==> src/rtl/ysyx_25020047_ifu.sv <==
// Instruction fetch unit: owns the PC and runs a REQ/WAIT/HOLD/EXEC loop per instruction.
// Optional YSYX_25020047_IFU_ALIGN_CHECK_EN halts on a misaligned next-PC instead of masking it.
module ysyx_25020047_ifu #(
    parameter logic [31:0] RESET_PC = 32'h8000_0000
) (
    input  logic        clk,
    input  logic        rst_n,
    output logic        imem_req_valid,
    input  logic        imem_req_ready,
    output logic [31:0] imem_addr,
    input  logic        imem_rsp_valid,
    input  logic [31:0] imem_rsp_data,
    output logic        inst_valid,
    input  logic        inst_ready,
    output logic [31:0] inst,
    output logic [31:0] pc,
    input  logic        wb_valid,
    input  logic [31:0] wb_dnpc,
    output logic [31:0] retire_cnt,
    output logic        fetch_err
);

    typedef enum logic [2:0] {
        S_REQ  = 3'd0,
        S_WAIT = 3'd1,
        S_HOLD = 3'd2,
        S_EXEC = 3'd3,
        S_HALT = 3'd4
    } state_e;

    state_e      state_q;
    logic [31:0] pc_q;
    logic [31:0] inst_q;
    logic [31:0] retire_cnt_q;
    logic [31:0] dnpc_aligned;

    assign dnpc_aligned = {wb_dnpc[31:2], 2'b00};

`ifdef YSYX_25020047_IFU_ALIGN_CHECK_EN
    logic fetch_err_q;
    logic dnpc_misaligned;

    assign dnpc_misaligned = |wb_dnpc[1:0];
    assign fetch_err       = fetch_err_q;
`else
    // Low bits are discarded when the target is forced onto a word boundary.
    logic dnpc_lsb_unused;

    assign dnpc_lsb_unused = ^wb_dnpc[1:0];
    assign fetch_err       = 1'b0;
`endif

    always_ff @(posedge clk or negedge rst_n) begin
        if (!rst_n) begin
            state_q      <= S_REQ;
            pc_q         <= RESET_PC;
            inst_q       <= 32'h0;
            retire_cnt_q <= 32'h0;
`ifdef YSYX_25020047_IFU_ALIGN_CHECK_EN
            fetch_err_q  <= 1'b0;
`endif
        end else begin
            case (state_q)
                S_REQ: begin
                    if (imem_req_ready) begin
                        state_q <= S_WAIT;
                    end
                end
                S_WAIT: begin
                    if (imem_rsp_valid) begin
                        inst_q  <= imem_rsp_data;
                        state_q <= S_HOLD;
                    end
                end
                S_HOLD: begin
                    if (inst_ready) begin
                        state_q <= S_EXEC;
                    end
                end
                S_EXEC: begin
                    if (wb_valid) begin
                        retire_cnt_q <= retire_cnt_q + 32'd1;
`ifdef YSYX_25020047_IFU_ALIGN_CHECK_EN
                        // The offending instruction still retires; the PC keeps pointing at it.
                        if (dnpc_misaligned) begin
                            fetch_err_q <= 1'b1;
                            state_q     <= S_HALT;
                        end else begin
                            pc_q    <= dnpc_aligned;
                            state_q <= S_REQ;
                        end
`else
                        pc_q    <= dnpc_aligned;
                        state_q <= S_REQ;
`endif
                    end
                end
                S_HALT: begin
                    state_q <= S_HALT;
                end
                default: begin
                    state_q <= S_REQ;
                end
            endcase
        end
    end

    assign imem_req_valid = (state_q == S_REQ);
    assign imem_addr      = pc_q;
    assign inst_valid     = (state_q == S_HOLD);
    assign inst           = inst_q;
    assign pc             = pc_q;
    assign retire_cnt     = retire_cnt_q;

endmodule

==> config.mk <==
export PLATFORM = sky130hd
export DESIGN_NAME = ysyx_25020047_ifu
export DESIGN_NICKNAME = d
export VERILOG_FILES = /design/src/rtl/ysyx_25020047_ifu.sv
export SDC_FILE = /design/constraint.sdc
export NUM_CORES = 1
export LEC_CHECK = 0
export BUFFER_PORTS_ARGS = -buffer_cell sky130_fd_sc_hd__buf_2
export CAP_MARGIN = 20
export CORE_MARGIN = 5
export CORE_UTILIZATION = 50
export DETAILED_ROUTE_END_ITERATION = 10
export PLACE_DENSITY = 0.88
export SYNTH_ARGS = -nofsm -noshare
export SYNTH_HDL_FRONTEND = slang
export SYNTH_SLANG_ARGS = --single-unit
==> constraint.sdc <==
create_clock -name clk -period 5.5 [get_ports clk]
set_clock_uncertainty 0.15 [all_clocks]
set_input_delay 0.55 -clock clk [delete_from_list [all_inputs] [get_ports clk]]
set_output_delay 0.55 -clock clk [all_outputs]
set_load 0.01 [all_outputs]
==> Word level (Yosys, flattened, before mapping) <==
Index checks and enable logic that the tools add are counted.
{ "totals": {"regBits": 97, "in_bits": 70, "out_inout_bits": 131, "word_cells": 22} }
{ "op_classes": {"addsub": 1, "eq_ne": 8, "mux": 5, "n_reduce_logical": 4} }
{ "op_table": {"columns": ["cell", "n"], "rows": [
  ["adder 32 x 1 -> 32 bit (second input constant)", 1],
  ["one-hot mux 3 bit (5 select lines)", 1],
  ["two-way mux 3 bit", 4],
  ["equality test 3 x 2 -> 1 bit (second input constant)", 2],
  ["inequality test 2 x 1 -> 1 bit (second input constant)", 2],
  ["inequality test 2 bit (second input constant)", 2],
  ["AND reduction 2 bit", 2],
  ["AND reduction 4 bit", 1],
  ["equality test 3 x 1 -> 1 bit (second input constant)", 1],
  ["equality test 3 bit (second input constant)", 1],
  ["zero test 3 bit", 1]
]} }

==> Logic depth before layout (Yosys ltp) <==
Gate-level depths: netlist of run 1.
{ "depth": {"ltp_word": 3, "mapped_depth": 6, "depth_no_buf": 5} }

==> Least setup slack after synthesis of run 1 <==
No wires, ideal clock.
{ "synth_timing": {"path_kind": "input -> register", "startpoint": "in imem_rsp_valid", "endpoint": "reg inst_q[0], in the netlist inst[0]", "setup_ns": 0.128, "arrival_ns": 1.597, "required_time_ns": 5.222, "path_slack_ns": 3.626, "cell_stages": 5, "n_path_buf": 2, "cell_sequence": "nor2b_1 -> and3b_1 -> clkbuf_1 -> buf_2 -> mux2_1"} }
{ "synth_between": {"elab_chain_len": 1} }
{ "synth_rtl": {"columns": ["element", "line_no", "source"], "rows": [
  ["start: declaration", "11", "input logic imem_rsp_valid,"],
  ["AND reduction 2 bit (no source line)", null, null],
  ["end signal: assignment", "71", "inst_q <= imem_rsp_data;"],
  ["end: declaration", "33", "logic [31:0] inst_q;"]
]} }
Every way passes these cells.
A chain may end at the register's enable or synchronous reset.

==> Final worst setup path of run 1 <==
{ "layout_timing": {"startpoint": "reg state_q[0]", "endpoint": "reg retire_cnt_q[26], in the netlist retire_cnt[26]"} }
{ "layout_between": {"elab_chain_len": 2} }
{ "layout_rtl": {"columns": ["element", "line_no", "source"], "rows": [
  ["start: declaration", "31", "state_e state_q;"],
  ["start signal: assignment", "55", "state_q <= S_REQ;"],
  ["start signal: assignment", "66", "state_q <= S_WAIT;"],
  ["start signal: assignment", "72", "state_q <= S_HOLD;"],
  ["equality test 3 x 2 -> 1 bit", "63", "case (state_q)"],
  ["AND reduction 2 bit (no source line)", null, null],
  ["end signal: assignment", "82", "retire_cnt_q <= retire_cnt_q + 32'd1;"],
  ["end: declaration", "34", "logic [31:0] retire_cnt_q;"]
]} }
Every way passes these cells.

==> results of run 1 <==
registers in the layout, summed over array words and instances (netlist names):
register,flops
imem_addr,30
retire_cnt,32
state_q,3
inst,32
repair_timing:
item                                   in CTS  in global routing
gates resized for setup                     0                  0
buffers inserted                            0                  0
endpoints found under the hold margin       2                  0
hold buffers                                1                  0
cells in the mapped netlist (2+ instances only):
cell type                  number  area, um^2
sky130_fd_sc_hd__a21oi_1        2        10.0
sky130_fd_sc_hd__and3_1         4        25.0
sky130_fd_sc_hd__and4_1         2        17.5
sky130_fd_sc_hd__buf_1          2        7.51
sky130_fd_sc_hd__buf_2          3        15.0
sky130_fd_sc_hd__buf_4         37         278
sky130_fd_sc_hd__clkbuf_1       6        22.5
sky130_fd_sc_hd__dfrtp_1       96        2400
sky130_fd_sc_hd__inv_1          4        15.0
sky130_fd_sc_hd__mux2_1        32         360
sky130_fd_sc_hd__nand2_1      104         390
sky130_fd_sc_hd__nand3_1       12        60.1
sky130_fd_sc_hd__nand3_2        2        20.0
sky130_fd_sc_hd__nand4_1        8        50.1
sky130_fd_sc_hd__nor2_1         8        30.0
sky130_fd_sc_hd__nor3_1         3        15.0
sky130_fd_sc_hd__nor3_2         4        40.0
sky130_fd_sc_hd__nor3b_1        2        15.0
sky130_fd_sc_hd__nor4_2         6        75.1
sky130_fd_sc_hd__xnor2_1       17         149
sky130_fd_sc_hd__xor2_1        14         123
kinds of logic (layout without fill, tap and decap cells):
| kind of cell | count (synthesis) | after routing | share of synthesized area, % |
|---|---|---|---|
| adders and majority gates | 1 | 1 | 0.291 |
| other | 1 | 5 | 0.0872 |
| muxes | 33 | 33 | 8.61 |
| AOI/OAI and AO/OA | 3 | 3 | 0.407 |
| xor gates and xnor gates | 31 | 31 | 6.31 |
| buffers and inverters | 53 | 218 | 8.11 |
| DFF | 97 | 97 | 56.4 |
| and+or+nand+nor | 165 | 165 | 19.7 |
cell type report:
type                    instances  share of cell area (%)
repair buffers                198                    19.2
multi-input cells             238                    28.8
clock inverters                 5                    1.14
well taps                     105                    2.45
flip-flops and latches         97                    45.3
inverters                       4                   0.280
clock buffers                  11                    2.83
metrics by stage:
stage                     instance area (um^2)  util [%]  total power, mW
final                                     5360      64.5             2.52
after detailed placement                  5130      61.9             2.07
after global placement                    5110      61.5             2.01
after floorplan                           4320         -             1.73
after CTS                                 5360      64.5             2.55
after global routing                      5360      64.5             2.69
critical path: cells and delay by family (launching register included):
kind                      cells  cell delay, ns
xor gates and xnor gates      1            0.18
and+or+nand+nor               3            1.52
DFF                           1            0.54
power breakdown:
part / internal, mW / switching, mW / leakage [nW]
sequential: 0.956 / 0.165 / 1.22
combinational: 0.403 / 0.510 / 1.60
clock: 0.238 / 0.246 / 0.110
total: 1.60 / 0.920 / 2.93
metal layers:
metal / part of all wire, % / vias to the layer above / track usage, %
met2: 50 / 129 / 32.9
met4: 1.7 / 0 / 7.47
met1: 39 / 1563 / 23.6
met5: 0 / - / 0
met3: 8.9 / 15 / 3.99
li1: - / 1548 / -
how the worst max path moves through the flow:
stage                                       from                         end  slack, ns  cells past startpoint
after floorplan                   imem_rsp_valid         inst[0]$_DFFE_PN0P_       3.63                      5
after global routing      state_q[1]$_DFFE_PN0P_  retire_cnt[26]$_DFFE_PN0P_       2.77                      4
after detailed placement                wb_valid  retire_cnt[26]$_DFFE_PN0P_       2.83                      5
final                     state_q[0]$_DFFE_PN0P_  retire_cnt[26]$_DFFE_PN0P_       3.00                      4
after CTS                 state_q[0]$_DFFE_PN0P_  retire_cnt[26]$_DFFE_PN0P_       2.93                      4
after global placement                  wb_valid  retire_cnt[26]$_DFFE_PN0P_       2.91                      5
cells in the final DEF, fill, tap and decap left out, types with 2 or more instances in the layout:
cell type and n:
sky130_fd_sc_hd__and3_1 4, sky130_fd_sc_hd__nand4_1 8, sky130_fd_sc_hd__and4_1 2, sky130_fd_sc_hd__nor4_2 6, sky130_fd_sc_hd__mux2_1 32, sky130_fd_sc_hd__buf_2 192
sky130_fd_sc_hd__conb_1 5, sky130_fd_sc_hd__nor3b_1 2, sky130_fd_sc_hd__clkinv_4 2, sky130_fd_sc_hd__nand3_2 2, sky130_fd_sc_hd__a21oi_1 2, sky130_fd_sc_hd__xor2_1 14
sky130_fd_sc_hd__buf_4 4, sky130_fd_sc_hd__nand3_1 12, sky130_fd_sc_hd__clkbuf_8 11, sky130_fd_sc_hd__nand2_1 104, sky130_fd_sc_hd__nor3_1 3, sky130_fd_sc_hd__nor3_2 4
sky130_fd_sc_hd__xnor2_1 17, sky130_fd_sc_hd__nor2_1 8, sky130_fd_sc_hd__inv_1 4, sky130_fd_sc_hd__dfrtp_1 96
==> metrics.md, run 1 <==
| Metric | Value |
|---|---|
| Result of the run | finished, final reports clean |
| Number of hold-slack violations in the final timing report | 0 |
| Reg-to-reg critical path startpoint | state_q[0]$_DFFE_PN0P_ |
| Source-to-sink clock delay at the later pin of the worst-skew pair | ~0.35 ns |
| Final WS setup | approximately 3 ns |
| Final setup violation count | 0 |
| Placeable core area | approximately 8300 um^2 |
| Flip-flop cell with the highest count after synthesis | sky130_fd_sc_hd__dfrtp_1 |
| Initial antenna violation count | 0 |
| Critical path data required time | around 5.6 ns |
| Relative slew slack | approximately 50% |
| Tmin final | approximately 2.5 ns |
| Worst Path Arrival | 2.60 ns |
| Die area | around 11,000 um^2 |
| Number of input and output port buffers inserted | 193 |
| Highest Clock Rate | 400 MHz |
| Synth warnings | 0 |
| Synthesized area | about 4300 um^2 |
| Number of cell instances on the worst register-to-register path | 4 |
| Post-Synthesis Cells | ~380 |
| Worst ir drop on vdd | between 200 and 250 uV |
| Via count of the routed design | between 3k and 4k |
| Layout net count | ~620 |
| Count of flip-flops with a built-in enable after synthesis | 0 |
| Fraction of the yosys area taken by sequential cells | between 50% and 60% |
| Critical Path Slowest Stage Cell | sky130_fd_sc_hd__nor4_4 |
| RD Place Congestion | 0.805 |
| Mean post-synth cell area | around 11 um^2 |
| Std cell rows | 33 |
| Count of final max-slew check failures | 0 |
| Vert. Die Dim | slightly above 100 um |
| # Max-Cap Violations | 0 |
| Number of top-level design ports | about 200 |
| Detail-routed via count per cell | ~4.9 |
| Source of the worst hold timing path | wb_dnpc[18] |
| Worst Hold Margin | ~0.23 ns |
| Worst Setup Path Type | reg2reg |
| Die Wd | 103 um |
| Initial Utilization | between 50% and 60% |
| Worst slew pin tran | 0.742 ns |
| Setup TNS | 0 ns |
| Routed len/inst | approximately 15 um |
| CTS Buf Count | 9 |
| CTS tree | yes |
| Post-synthesis sequential element count | 97 |
| Share of synthesized flip-flops with an asynchronous set or reset | 100% |
| Ratio of cells with drive above 1 in the final layout | 41.6% |
| Largest buffer count on any clock path | 2 |
| H-tree lvl count | 3 |
| Ordered list of cells on the worst path | nand4b_4 -> nor4_4 -> nand4_1 -> xnor2_1 |
| Dpl cells | 641 |
| Antenna Diode Count | 0 |
| Clock-pin slew on the worst setup and hold paths | roughly 0.1 ns |
| Non-Filler Instances | ~660 |
| First-pass GRT wire length | between 15,000 and 20,000 um |
| PwrDens | approximately 470 nW/um^2 |
| CP Max Fanout | 37 |
| Startpoint type of the worst setup path | flop |
| Endpoint of the worst hold path | imem_addr[18]$_DFFE_PN0P_ |
| CTS Root Buffer Type | sky130_fd_sc_hd__clkbuf_8 |
| Number of distinct library cells after synthesis | 37 |
| DR DRC count | 0 |
| Number of global-route vias before repair | between 3k and 4k |
| P&R area growth vs syn | 24.5% |
| Total gr overflow | 0 |
| Gr usage total | a little under a fifth |
| RR Endpoint | retire_cnt[26]$_DFFE_PN0P_ |
| TritonCTS Sinks | 97 |
| Type of destination of the critical path | flop |
| DR pass1 iterations | 6 |
| Worst-case register-to-register setup slack | between 2 and 3 ns |
| Hold/Removal Path Class | in2reg |
| Number of cells traversed by the worst hold path | 3 |
| Fill cells | between 600 and 700 |
| RSZ-0062 raised after global routing | false |
| Wire length reported by the detailed router | between 10,000 and 15,000 um |
| Area of the multi-input gates | 1540 um^2 |
| Pre-CTS setup slack | ~2.8 ns |
| Leakage component of the power | 2.93 nW |
| Critical path's largest stage delay | ~0.77 ns |
| DR iter-0 viols | a little under 60 |
| Largest net degree at the start of global routing | 52 |
| Total area of sequential cells | ~2400 um^2 |
| Antenna Violating Nets Remaining | 0 |
| HPWL Detailed | roughly 7600 um |
| Period Utilization, post-route | between 40 and 50% |
No activity file was read; power rests on OpenSTA's default activity.
==> run 2: changes to the inputs <==
- ABC_AREA: unset -> 1
- CORE_UTILIZATION: 50 -> 43
- PLACE_DENSITY: 0.88 -> 0.8
- clock period: 5.5 -> 2.3 ns (I/O delays scaled with it)
==> run 2 against run 1 <==
Effect of this change:
- area after synthesis increased by 5.4%
- worst setup slack lost 2.8 ns
- hold slack worse by 0.13 ns
- cell area is 17% higher
- power rose to 2.6 times the previous value
- clock power rose to 2.6 times the previous value
- sequential cell count is the same
- first-iteration DRC count grew to 3.3 times the previous value
- global-route usage rose by 0.48 points
- critical endpoint is now inst[19]$_DFFE_PN0P_
==> metrics.md, run 2 <==
| Metric | Value |
|---|---|
| Result of the run | finished, final reports clean |
| Source-to-sink clock delay at the later pin of the worst-skew pair | roughly 0.35 ns |
| Detail-routed via count per cell | 4.69 |
| Number of distinct library cells after synthesis | 29 |
| Share of synthesized flip-flops with an asynchronous set or reset | between 90% and 100% |
| Critical path data required time | between 2 and 2.5 ns |
| Ratio of cells with drive above 1 in the final layout | 35.0% |
| Flip-flop cell with the highest count after synthesis | sky130_fd_sc_hd__dfrtp_1 |
| TritonCTS Sinks | 97 |
| Synth area leaders | sky130_fd_sc_hd__dfrtp_1 53%, sky130_fd_sc_hd__nand2_1 14%, sky130_fd_sc_hd__mux2_2 7.4%, sky130_fd_sc_hd__buf_4 5.8%, sky130_fd_sc_hd__nor2_1 3.5% |
| Leakage component of the power | ~3.3 nW |
| Mean post-synth cell area | 9.18 um^2 |
| Relative contribution of the clock network to total power | between 10% and 20% |
| Largest buffer count on any clock path | 2 |
| Synth warnings | 0 |
| Most common cell after layout, fill and taps aside | sky130_fd_sc_hd__buf_2 |
| RSZ-0062 raised after global routing | false |
| Post-synth top cells | 171 x sky130_fd_sc_hd__nand2_1, 96 x sky130_fd_sc_hd__dfrtp_1, 42 x sky130_fd_sc_hd__nor2_1 |
| PwrDens | between 1000 and 1500 nW/um^2 |
| CTS Buf Count | 9 |
| Tmin final | around 2.1 ns |
| Clock-pin slew on the worst setup and hold paths | approximately 0.10 ns |
| DR iter-0 viols | between 150 and 200 |
| Initial antenna violation count | 0 |
| Relative slew slack | 48.0% |
| Startpoint type of the worst setup path | flop |
| Period Utilization, post-route | between 90% and 100% |
| Final design instance area without fill | around 6300 um^2 |
| Hold/Removal Path Class | in2async |
| Layout net count | 795 |
| Post-synthesis sequential element count | 97 |
| Worst Path Arrival | 2.20 ns |
| DR DRC count | 0 |
| Die Wd | 113 um |
| Post-Synthesis Cells | slightly below 500 |
| P&R area growth vs syn | 38.4% |
| Largest net degree at the start of global routing | 54 |
| Vert. Die Dim | about 110 um |
| Type of destination of the critical path | flop |
| HPWL Detailed | slightly below 9000 um |
| Fill cells | about 830 |
| CTS tree | yes |
| CTS Root Buffer Type | sky130_fd_sc_hd__clkbuf_8 |
| Number of top-level design ports | 201 |
| Worst slew pin tran | about 0.78 ns |
| Number of global-route vias before repair | about 4.3k |
| Antenna Diode Count | 0 |
| Post-cts hold buffer count | 63 |
| Fraction of synthesized cell area taken by the top area cell type | 53.0% |
| Placed Area | 5420 um^2 |
| Cell-internal power | around 4 mW |
| CP Max Fanout | 32 |
| Via count of the routed design | slightly above 4k |
| Cell taking the most area after synthesis | sky130_fd_sc_hd__dfrtp_1 |
| RD Place Congestion | roughly 0.83 |
| Top library cells by usage in the layout, fill and taps aside | 192 x sky130_fd_sc_hd__buf_2, 171 x sky130_fd_sc_hd__nand2_1, 96 x sky130_fd_sc_hd__dfrtp_1 |
| Number of hold-slack violations in the final timing report | 0 |
| DR pass1 iterations | 4 |
| Logic gate share of total power | slightly below 40% |
| Count of flip-flops with a built-in enable after synthesis | 0 |
| Antenna Violating Nets Remaining | 0 |
| Synthesized area | between 4000 and 5000 um^2 |
| Total setup buffers inserted after CTS | 0 |
| Library cell with the highest instance count after synthesis | sky130_fd_sc_hd__nand2_1 |
| Initial Utilization | between 40% and 50% |
| Total gr overflow | 0 |
| H-tree lvl count | 3 |
| Routed len/inst | 14.4 um |
| Final setup violation count | 0 |
| Sequential share of power | 41.8% |
| Number of input and output port buffers inserted | around 190 |
| Std cell rows | 37 |
| CTS resizes | 0 |
| Setup TNS | 0 ns |
| Highest Clock Rate | approximately 470 MHz |
| Worst Setup Path Type | reg2reg |
| Die area | 12,700 um^2 |
| # Max-Cap Violations | 0 |
| Gr usage total | around a fifth |
| Wire length reported by the detailed router | 12,500 um |
| Worst ir drop on vdd | 775 uV |
| First-pass GRT wire length | 20,500 um |
| Count of final max-slew check failures | 0 |
| Fraction of the yosys area taken by sequential cells | between 50 and 60% |
| Fraction of power spent switching nets | a little under two fifths |
| Placeable core area | 10,300 um^2 |
| Power dissipated by switching net loads | 2.37 mW |
==> run 2: changes by cell type after synthesis, sizes merged, moves of 4 or more <==
cell    change
nand2      +68
nor2       +38
inv        +32
nand3       +8
nor4        -8
xor2        -7
clkbuf      -6
xnor2       -5
and3        -4
==> run 2: power groups by stage <==
stage | clock network, mW | logic, mW | registers, mW
after floorplan | 0 | 1.33 | 2.94
after global placement | 0 | 2.32 | 2.67
after detailed placement | 0 | 2.41 | 2.72
after CTS | 1.29 | 2.50 | 2.69
after global routing | 1.35 | 2.73 | 2.78
final | 1.25 | 2.50 | 2.70
==> run 2: worst max-delay path, cell delays in order (launching register included) <==
cell	delay, ns
sky130_fd_sc_hd__dfrtp_1	0.45
sky130_fd_sc_hd__nor2_4	0.20
sky130_fd_sc_hd__nand3_2	0.62
sky130_fd_sc_hd__mux2_1	0.57
==> run 2: final timing paths <==
| check | start | depth (start not counted) | end | slack (ns) |
|---|---|---|---|---|
| worst min-delay path | rst_n | 2 | imem_addr[18]$_DFFE_PN0P_ | 0.11 |
| min in group clk | inst_ready | 3 | state_q[1]$_DFFE_PN0P_ | 0.11 |
| worst max register to register | state_q[2]$_DFFE_PN0P_ | 3 | inst[19]$_DFFE_PN0P_ | 0.19 |
| worst min register to register | imem_addr[31]$_DFFE_PN1P_ | 2 | imem_addr[31]$_DFFE_PN1P_ | 0.34 |
| max in group asynchronous | rst_n | 3 | imem_addr[31]$_DFFE_PN1P_ | 1.21 |
| worst max-delay path | state_q[2]$_DFFE_PN0P_ | 3 | inst[19]$_DFFE_PN0P_ | 0.19 |
==> run 2: logic make-up (layout without fill, tap and decap cells) <==
logic type               after synthesis  after routing  share of synthesized area (%)
AO/OA/AOI/OAI                          6              6                          0.827
XOR/XNOR                              19             19                           3.67
adder cells (fa/ha/maj)                1              1                          0.276
buffers and inverters                 82            313                           9.98
flip-flops                            97             97                           53.5
multiplexers                          32             32                           7.94
other                                  1              5                         0.0827
AND/OR/NAND/NOR                      256            256                           23.7
==> run 2: metal layers <==
metal / vias to the layer above / global-route usage, % / part of all wire (%)
li1: 1957 / - / -
met1: 1922 / 22.7 / 39
met2: 150 / 34.7 / 51
met3: 24 / 5.24 / 7.5
met4: 0 / 7.21 / 2.4
met5: - / 0 / 0
==> run 2: area by class of cell <==
| class | instances | area [um^2] | share of cell area, % |
|---|---|---|---|
| tap | 136 | 170 | 2.71 |
| timing repair buffer | 260 | 1640 | 26.1 |
| inverter | 37 | 140 | 2.23 |
| sequential | 97 | 2430 | 38.7 |
| clock buffer | 10 | 138 | 2.19 |
| clock inverter | 6 | 90.1 | 1.43 |
| multi-input combinational | 319 | 1670 | 26.6 |
==> run 2: metrics by stage <==
stage	utilization, %	instances	worst slack [ns]	power (mW)	hold slack (ns)
after floorplan	-	498	0.709	4.27	-0.216
after global placement	52.5	786	0.276	5.00	-0.0711
after detailed placement	52.5	786	0.177	5.13	-0.0716
after CTS	60.8	865	0.173	6.48	0.0877
after global routing	60.8	865	0.0781	6.86	0.0961
final	60.8	865	0.194	6.45	0.106
